## config.mk

```make
export PLATFORM = sky130hd
export DESIGN_NAME = popcount_sequencer
export DESIGN_NICKNAME = d
export VERILOG_FILES = /design/src/rtl/popcount_pkg.sv /design/src/rtl/nibble_ones_count.sv /design/src/rtl/popcount_sequencer.sv
export SDC_FILE = /design/constraint.sdc
export NUM_CORES = 1
export LEC_CHECK = 0
export CORE_MARGIN = 1
export CORE_UTILIZATION = 39
export CTS_CLUSTER_SIZE = 28
export DETAILED_ROUTE_END_ITERATION = 10
export GPL_TIMING_DRIVEN = 0
export PLACE_DENSITY = 0.74
export SLEW_MARGIN = 15
export SYNTH_ARGS = -nofsm -noshare
export SYNTH_HDL_FRONTEND = slang
export SYNTH_SLANG_ARGS = --single-unit
```

## constraint.sdc

```tcl
create_clock -name clk -period 3.7 [get_ports clk]
set_clock_uncertainty 0.2 [all_clocks]
set_input_delay 0.74 -clock clk [delete_from_list [all_inputs] [get_ports clk]]
set_output_delay 0.74 -clock clk [all_outputs]
set_load 0.005 [all_outputs]
```

## src/rtl/popcount_pkg.sv

```systemverilog
// Shared types and helpers for the nibble-serial popcount sequencer.
// Holds the FSM state encoding and the half-adder cell used by the counter.
package popcount_pkg;

    typedef enum logic [1:0] {
        IDLE,
        RUN,
        DONE
    } pc_state_t;

    localparam int NIBBLE_W = 4;

    // Half-adder cell: returns {carry, sum}.
    function automatic logic [1:0] half_add(
        input logic a,
        input logic b
    );
        return {a & b, a ^ b};
    endfunction

endpackage

```

## src/rtl/nibble_ones_count.sv

```systemverilog
// Combinational ones-counter for a single 4-bit nibble.
// Two pairwise half-adder sums are combined into a 0..4 result.
module nibble_ones_count
    import popcount_pkg::*;
(
    input  logic [NIBBLE_W-1:0] nibble,
    output logic [2:0]          count
);

    logic [1:0] pair_lo;
    logic [1:0] pair_hi;
    logic [1:0] sum_lsb;
    logic [1:0] sum_car;
    logic [1:0] sum_mid;

    // Pairwise sums of bits {1,0} and {3,2}, then a ripple combine.
    always_comb begin
        pair_lo = half_add(nibble[0], nibble[1]);
        pair_hi = half_add(nibble[2], nibble[3]);
        sum_lsb = half_add(pair_lo[0], pair_hi[0]);
        sum_car = half_add(pair_lo[1], pair_hi[1]);
        sum_mid = half_add(sum_car[0], sum_lsb[1]);
        count   = {sum_car[1] | sum_mid[1], sum_mid[0], sum_lsb[0]};
    end

endmodule

```

## src/rtl/popcount_sequencer.sv

```systemverilog
// Nibble-serial population counter between two valid/ready ports.
// One shared 4-input counter is reused for NIB cycles per word.
module popcount_sequencer
    import popcount_pkg::*;
#(
    parameter  int WIDTH = 16,
    localparam int NIB   = WIDTH / NIBBLE_W,
    localparam int CW    = $clog2(WIDTH + 1)
) (
    input  logic             clk,
    input  logic             rst,
    input  logic             in_valid,
    output logic             in_ready,
    input  logic [WIDTH-1:0] in_data,
    output logic             out_valid,
    input  logic             out_ready,
    output logic [CW-1:0]    out_count,
    output logic             busy
);

    localparam int            IW   = (NIB > 1) ? $clog2(NIB) : 1;
    localparam logic [IW-1:0] LAST = IW'(NIB - 1);

    generate
        if ((WIDTH % NIBBLE_W) != 0 || WIDTH < NIBBLE_W) begin : g_bad_width
            $error("popcount_sequencer: WIDTH must be a multiple of 4 and >= 4");
        end
    endgenerate

    pc_state_t        state;
    logic [WIDTH-1:0] shreg;
    logic [CW-1:0]    acc;
    logic [IW-1:0]    idx;
    logic [2:0]       nib_cnt;
    logic [CW-1:0]    acc_next;

    nibble_ones_count u_cnt (
        .nibble (shreg[NIBBLE_W-1:0]),
        .count  (nib_cnt)
    );

    // Running total including the nibble currently at the bottom of shreg.
    always_comb begin
        acc_next = acc + CW'(nib_cnt);
    end

    // Control FSM with datapath registers and registered handshake outputs.
    always_ff @(posedge clk) begin
        if (rst) begin
            state     <= IDLE;
            shreg     <= '0;
            acc       <= '0;
            idx       <= '0;
            in_ready  <= 1'b1;
            out_valid <= 1'b0;
            out_count <= '0;
            busy      <= 1'b0;
        end else begin
            unique case (state)
                IDLE: begin
                    if (in_valid) begin
                        shreg    <= in_data;
                        acc      <= '0;
                        idx      <= '0;
                        in_ready <= 1'b0;
                        busy     <= 1'b1;
                        state    <= RUN;
                    end
                end
                RUN: begin
                    acc   <= acc_next;
                    shreg <= shreg >> NIBBLE_W;
                    idx   <= idx + 1'b1;
                    if (idx == LAST) begin
                        out_count <= acc_next;
                        out_valid <= 1'b1;
                        state     <= DONE;
                    end
                end
                DONE: begin
                    if (out_ready) begin
                        out_valid <= 1'b0;
                        in_ready  <= 1'b1;
                        busy      <= 1'b0;
                        state     <= IDLE;
                    end
                end
                default: begin
                    state     <= IDLE;
                    in_ready  <= 1'b1;
                    out_valid <= 1'b0;
                    busy      <= 1'b0;
                end
            endcase
        end
    end

endmodule

```

Word level (Yosys, flattened, before mapping)
Index checks and enable logic that the tools add are counted.
{ "word_totals": {"reg_bits": 33, "in_bits": 20, "output_inout_bits": 8, "word_cells": 54} }
{ "classes": {"add_sub_neg": 2, "eq_ne": 6, "n_mux": 18, "bitwise": 13, "n_reduce_logical": 7} }
{ "op_table": {"columns": ["operator", "n"], "rows": [
  ["16-bit case mux with 2 select lines", 1],
  ["16-bit two-way mux", 1],
  ["5-bit case mux with 2 select lines", 1],
  ["1-bit case mux with 3 select lines", 3],
  ["3-bit AND reduction", 3],
  ["2-bit two-way mux", 4],
  ["2-bit != test, second input constant", 3],
  ["2-bit case mux with 3 select lines", 1],
  ["5-bit by 3-bit adder with 5-bit output", 1],
  ["1-bit bitwise AND", 5],
  ["1-bit two-way mux", 5],
  ["5-bit two-way mux", 1],
  ["1-bit bitwise XOR", 5],
  ["2-bit equality test, second input constant", 2],
  ["2-bit case mux with 2 select lines", 1],
  ["2-bit AND reduction", 2],
  ["2-bit by 1-bit adder with 2-bit output, second input constant", 1],
  ["2-bit by 1-bit equality test with 1-bit output, second input constant", 1],
  ["2-bit zero test", 1],
  ["1-bit inverter", 2],
  ["2-bit nonzero test", 1],
  ["1-bit bitwise OR", 1]
]} }

Depth between registers and ports, before layout
{ "logic_depth": {"depth_word": 6, "ltp_mapped": 7, "ltp_nobuf": 7} }

Hierarchy
A second synthesis with hierarchy kept.
{ "hier_totals": {"hier_cells": 183, "area_unflattened_um2": 1541.5} }
{ "by_module_without_submodules": {"columns": ["mod", "instances", "cells_each", "area_per_inst_um2", "seq_area_each_um2"], "rows": [
  ["popcount_sequencer", 1, 179, 1483.9, 660.6],
  ["nibble_ones_count", 1, 4, 57.6, 0.0]
]} }

Worst setup path after synthesis
No wires, ideal clock.
{ "synth_path": {"path_kind": "register to register", "start": "register shreg[0]", "end": "register out_count[4]", "setup_time_ns": 0.134, "t_arrival_ns": 2.173, "t_required_ns": 3.366, "setup_slack_ns": 1.193, "stages_incl_launch_ff": 8, "n_path_buf": 0, "synth_period_minus_slack_ns": 2.507, "path_cell_list": "dfxtp_1 -> ha_1 -> ha_1 -> fa_1 -> fa_1 -> a21o_1 -> a32oi_1 -> a211oi_1"} }
{ "synth_between": {"elab_chain_len": 5, "elab_cells_between_ends": 10, "cone_classes": "1 x add/sub; 9 x bitwise"} }
{ "synth_lines": {"columns": ["item", "line", "text"], "rows": [
  ["from (decl)", "popcount_sequencer.sv:31", "logic [WIDTH-1:0] shreg;"],
  ["from (signal assigned)", "popcount_sequencer.sv:62", "shreg <= in_data;"],
  ["from (signal assigned)", "popcount_sequencer.sv:72", "shreg <= shreg >> NIBBLE_W;"],
  ["1-bit bitwise AND / 1-bit bitwise XOR (equally long branches)", "popcount_pkg.sv:18", "return {a & b, a ^ b};"],
  ["1-bit bitwise XOR / 1-bit bitwise AND (equally long branches)", "popcount_pkg.sv:18", null],
  ["1-bit bitwise AND", "popcount_pkg.sv:18", null],
  ["1-bit bitwise OR", "nibble_ones_count.sv:23", "count = {sum_car[1] | sum_mid[1], sum_mid[0], sum_lsb[0]};"],
  ["5-bit by 3-bit adder with 5-bit output (*)", "popcount_sequencer.sv:44", "acc_next = acc + CW'(nib_cnt);"],
  ["to (signal assigned)", "popcount_sequencer.sv:75", "out_count <= acc_next;"],
  ["to (decl)", "popcount_sequencer.sv:17", "output logic [CW-1:0] out_count,"]
]} }
Every way passes the cells marked *; elsewhere a longest branch is shown, timed or not.
A chain may end at the register's enable or synchronous reset.

Worst setup path in the final report
Same ends and word-level chain as after synthesis.

==> out/summary.md <==
The number of setup violations in the final report was 0. The first global-routing pass estimated 6.27 mm of wire. The clock period minus final worst setup slack was 2.70 ns; the leakage power figure was 0.810 nW. Top fanout value on the critical path: 3. The leading register cell type out of synthesis was sky130_fd_sc_hd__dfxtp_1.

The area of the core was 0.00377 mm^2; the number of primary I/O pins was 28. The tree built by TritonCTS fans out to 33 sinks. Of the cells placed in the final design, the portion with a size suffix greater than 1 is 8.53%. Synthesis handed over a netlist of 177 instances. Buffers inserted during clock tree synthesis total 5. For this configuration, the core starts out at a cell density of 42.1%. The tools report the pin count of the biggest net entering global routing as 11. The tools report the DRC marker count from the first detailed-route iteration as 63.

The first detailed-routing pass took 5 iterations. Once detailed placement completed, the half-perimeter wirelength came to 2.58 mm. In this run the tightest slew margin relative to its limit is 62.1%. TritonCTS built the clock tree. Clock latency on the worst-skew pair, taken at its later pin, is 0.28 ns.

Total grt overflow: 0. In this run the clock root is driven by a sky130_fd_sc_hd__clkbuf_8. The number of input and output port buffers inserted was 26. The number of buffers inserted by post-CTS setup repair was 0. For the maximum buffer depth of the clock tree, the log shows 2. The Yosys step of the flow raised 0 warnings. Power per standard cell area: 432 mW/mm^2.

At the end of routability-driven placement, the weighted congestion stood at 0.767. Max-capacitance violation count: 0. Once layout is complete, the utilization of the core stands at 53.7%. After clock tree synthesis, the flow added hold-fix buffers numbering 0. After detailed routing, the total wire length is 3.54 mm.

The number of vias in the routed layout is 1400, and the distinct cell type count after synthesis is 36. The flow ran to the end, and the final reports show no timing, DRC or antenna violations. STA classifies the critical path endpoint as a flop. For the worst setup path, the data arrival time is 2.63 ns.

The run gives 3.64 ns as the endpoint required time on the critical path. In this design, the stage delay of the slowest critical-path cell is 0.49 ns. The area overhead of the layout relative to synthesis is 27.5%.

Setup repair after global routing left no endpoint under its margin. The part of the cycle the worst path needs is 72.9%, and the via count of the first global-routing pass is 1354. The number of slew-limit violations in the final report is 0, and the summed negative setup slack over all endpoints is 0 ns. Along the worst hold path, the cell count comes to 2. The overall track demand over capacity in global routing came out at 19.2%.

In the routed design, unresolved DRC markers number 0. The final antenna diode count was 0; the final layout net count was 240. The critical path goes through ha_1 -> ha_1 -> fa_1 -> fa_1 -> a21o_1 -> a32oi_1 -> a211oi_1. The post-cts repair resize count is 0, and the sequential area share after synthesis is 41.6%. The initial antenna violation count was 0; the floorplan die width was 65.8 um. The floorplan step defined a die boundary enclosing 0.00433 mm^2. The setup path with the least slack is of type reg2reg. The final-report hold violation count is 0.

Dividing the detail-routed via count by the number of cells gives 5.41. Summing all placed instances gives a cell area of 0.00191 mm^2. The cell area after layout is 0.00202 mm^2, and the worst reg2reg path depth is 7. The clock slew at the register clock pins of the worst setup and hold paths is 0.07 ns, and the net count of the mapped netlist is 207.

The number of rows in the core area was 22; the number of nets with antenna violations after routing was 0. The register bit count reported by yosys came out at 33. The highest clock rate is 371 MHz, and the average wire per cell in the routed design is 13.7 um. For this design, the slowest cell found on the critical path is sky130_fd_sc_hd__fa_1. The tools report the post-synthesis instance area as 0.00159 mm^2. The clock tree synthesis step divided the H-tree into 2 levels. Path category of the worst min-delay check: reg2reg.

VDD sags by at most 0.000233 V. Worst-margin pin slew: 0.569 ns. Of all flip-flops after synthesis, the portion carrying an async set or reset was 0%.

The number of flops mapped to enable cells by yosys is 0. The startpoint kind of the worst setup timing path was a flop. The synthesized area per cell is 8.97 um^2.

The height of the die was 65.8 um.
kinds of logic (layout without fill, tap and decap cells):
logic type / count (synthesis) / after routing / synth area share [%]
fa+ha+maj: 10 / 10 / 8.83
compound gates: 51 / 51 / 24.6
buf+inv: 15 / 49 / 4.73
xor+xnor: 1 / 1 / 0.552
simple gates: 66 / 66 / 19.1
flops: 33 / 33 / 41.6
mux: 1 / 1 / 0.630
synthesized netlist by cell type (all sizes together) (2+ instances only):
cell type,instances,area [um^2]
dfxtp,33,661
nor3,2,10.0
nand3b,3,22.5
o21ai,2,10.0
nor2,39,146
buf,7,45.0
nand4,2,12.5
nor2b,3,18.8
nand3,2,10.0
fa,2,40.0
clkbuf,6,22.5
a21oi,7,35.0
ha,8,100
a22oi,8,60.1
o211ai,2,15.0
o2bb2ai,11,96.3
o21bai,2,18.8
nand2,9,33.8
inv,2,7.51
a211oi,13,97.6
nor3b,2,20.0
through the flow:
stage / hold slack (ns) / worst slack [ns] / instances / total power [W]
floorplan: 0.253 / 1.19 / 177 / 0.000486
global placement: 0.246 / 1.04 / 251 / 0.000533
detailed placement: 0.249 / 1.01 / 251 / 0.000537
CTS: 0.259 / 1.00 / 259 / 0.000885
global route: 0.278 / 0.863 / 259 / 0.000927
finish: 0.254 / 1.00 / 259 / 0.000875
path summary, 6_finish.rpt:
check / start / to / slack, ns
setup / recovery: shreg[0] / out_count[4] / 1.00
hold / removal: out_count[1] / out_count[1] / 0.25
setup reg to reg: shreg[0] / out_count[4] / 1.00
hold reg to reg: out_count[1] / out_count[1] / 0.25
power breakdown:
part           total [W]  internal [W]  switching, W
clock           0.000345      0.000219      0.000125
combinational   0.000138     0.0000685     0.0000699
sequential      0.000392      0.000378     0.0000138
cell usage in the layout (no fill, tap or decap), types with 3 or more instances in the layout:
cell	n
sky130_fd_sc_hd__nor2_1	39
sky130_fd_sc_hd__dfxtp_1	33
sky130_fd_sc_hd__clkdlybuf4s50_1	26
sky130_fd_sc_hd__a211oi_1	13
sky130_fd_sc_hd__o2bb2ai_1	11
sky130_fd_sc_hd__nand2_1	9
sky130_fd_sc_hd__a22oi_1	8
sky130_fd_sc_hd__ha_1	8
sky130_fd_sc_hd__clkbuf_1	7
sky130_fd_sc_hd__a21oi_1	7
sky130_fd_sc_hd__clkbuf_8	6
sky130_fd_sc_hd__buf_4	4
sky130_fd_sc_hd__buf_2	3
sky130_fd_sc_hd__nor2b_1	3
sky130_fd_sc_hd__nand3b_1	3
registers in the layout, summed over array words and instances, names as in the netlist:
register	flops
state	2
out_valid	1
out_count	5
acc	5
busy	1
shreg	16
idx	2
in_ready	1
critical path: cells and delay by family, from the launching register on:
kind / cells / cell delay (ns)
fa+ha+maj: 4 / 1.47
flops: 1 / 0.32
compound gates: 3 / 0.55
metal layers:
| layer | track usage [%] | up-vias | routed length, um |
|---|---|---|---|
| li1 | - | 700 | - |
| met1 | 24.8 | 666 | 1660 |
| met2 | 30.9 | 32 | 1750 |
| met3 | 5.00 | 2 | 116 |
| met4 | 5.98 | 0 | 14 |
| met5 | 0 | - | 0 |
area by class of cell:
type,count,area (um^2)
clock inverters,1,30.0
repair buffers,26,260
multi-input cells,129,852
inverters,2,7.51
flip-flops and latches,33,661
well taps,48,60.1
plain buffers,13,67.6
fillers,339,1750
clock buffers,7,86.3
Power figures use the tool's default switching activity.
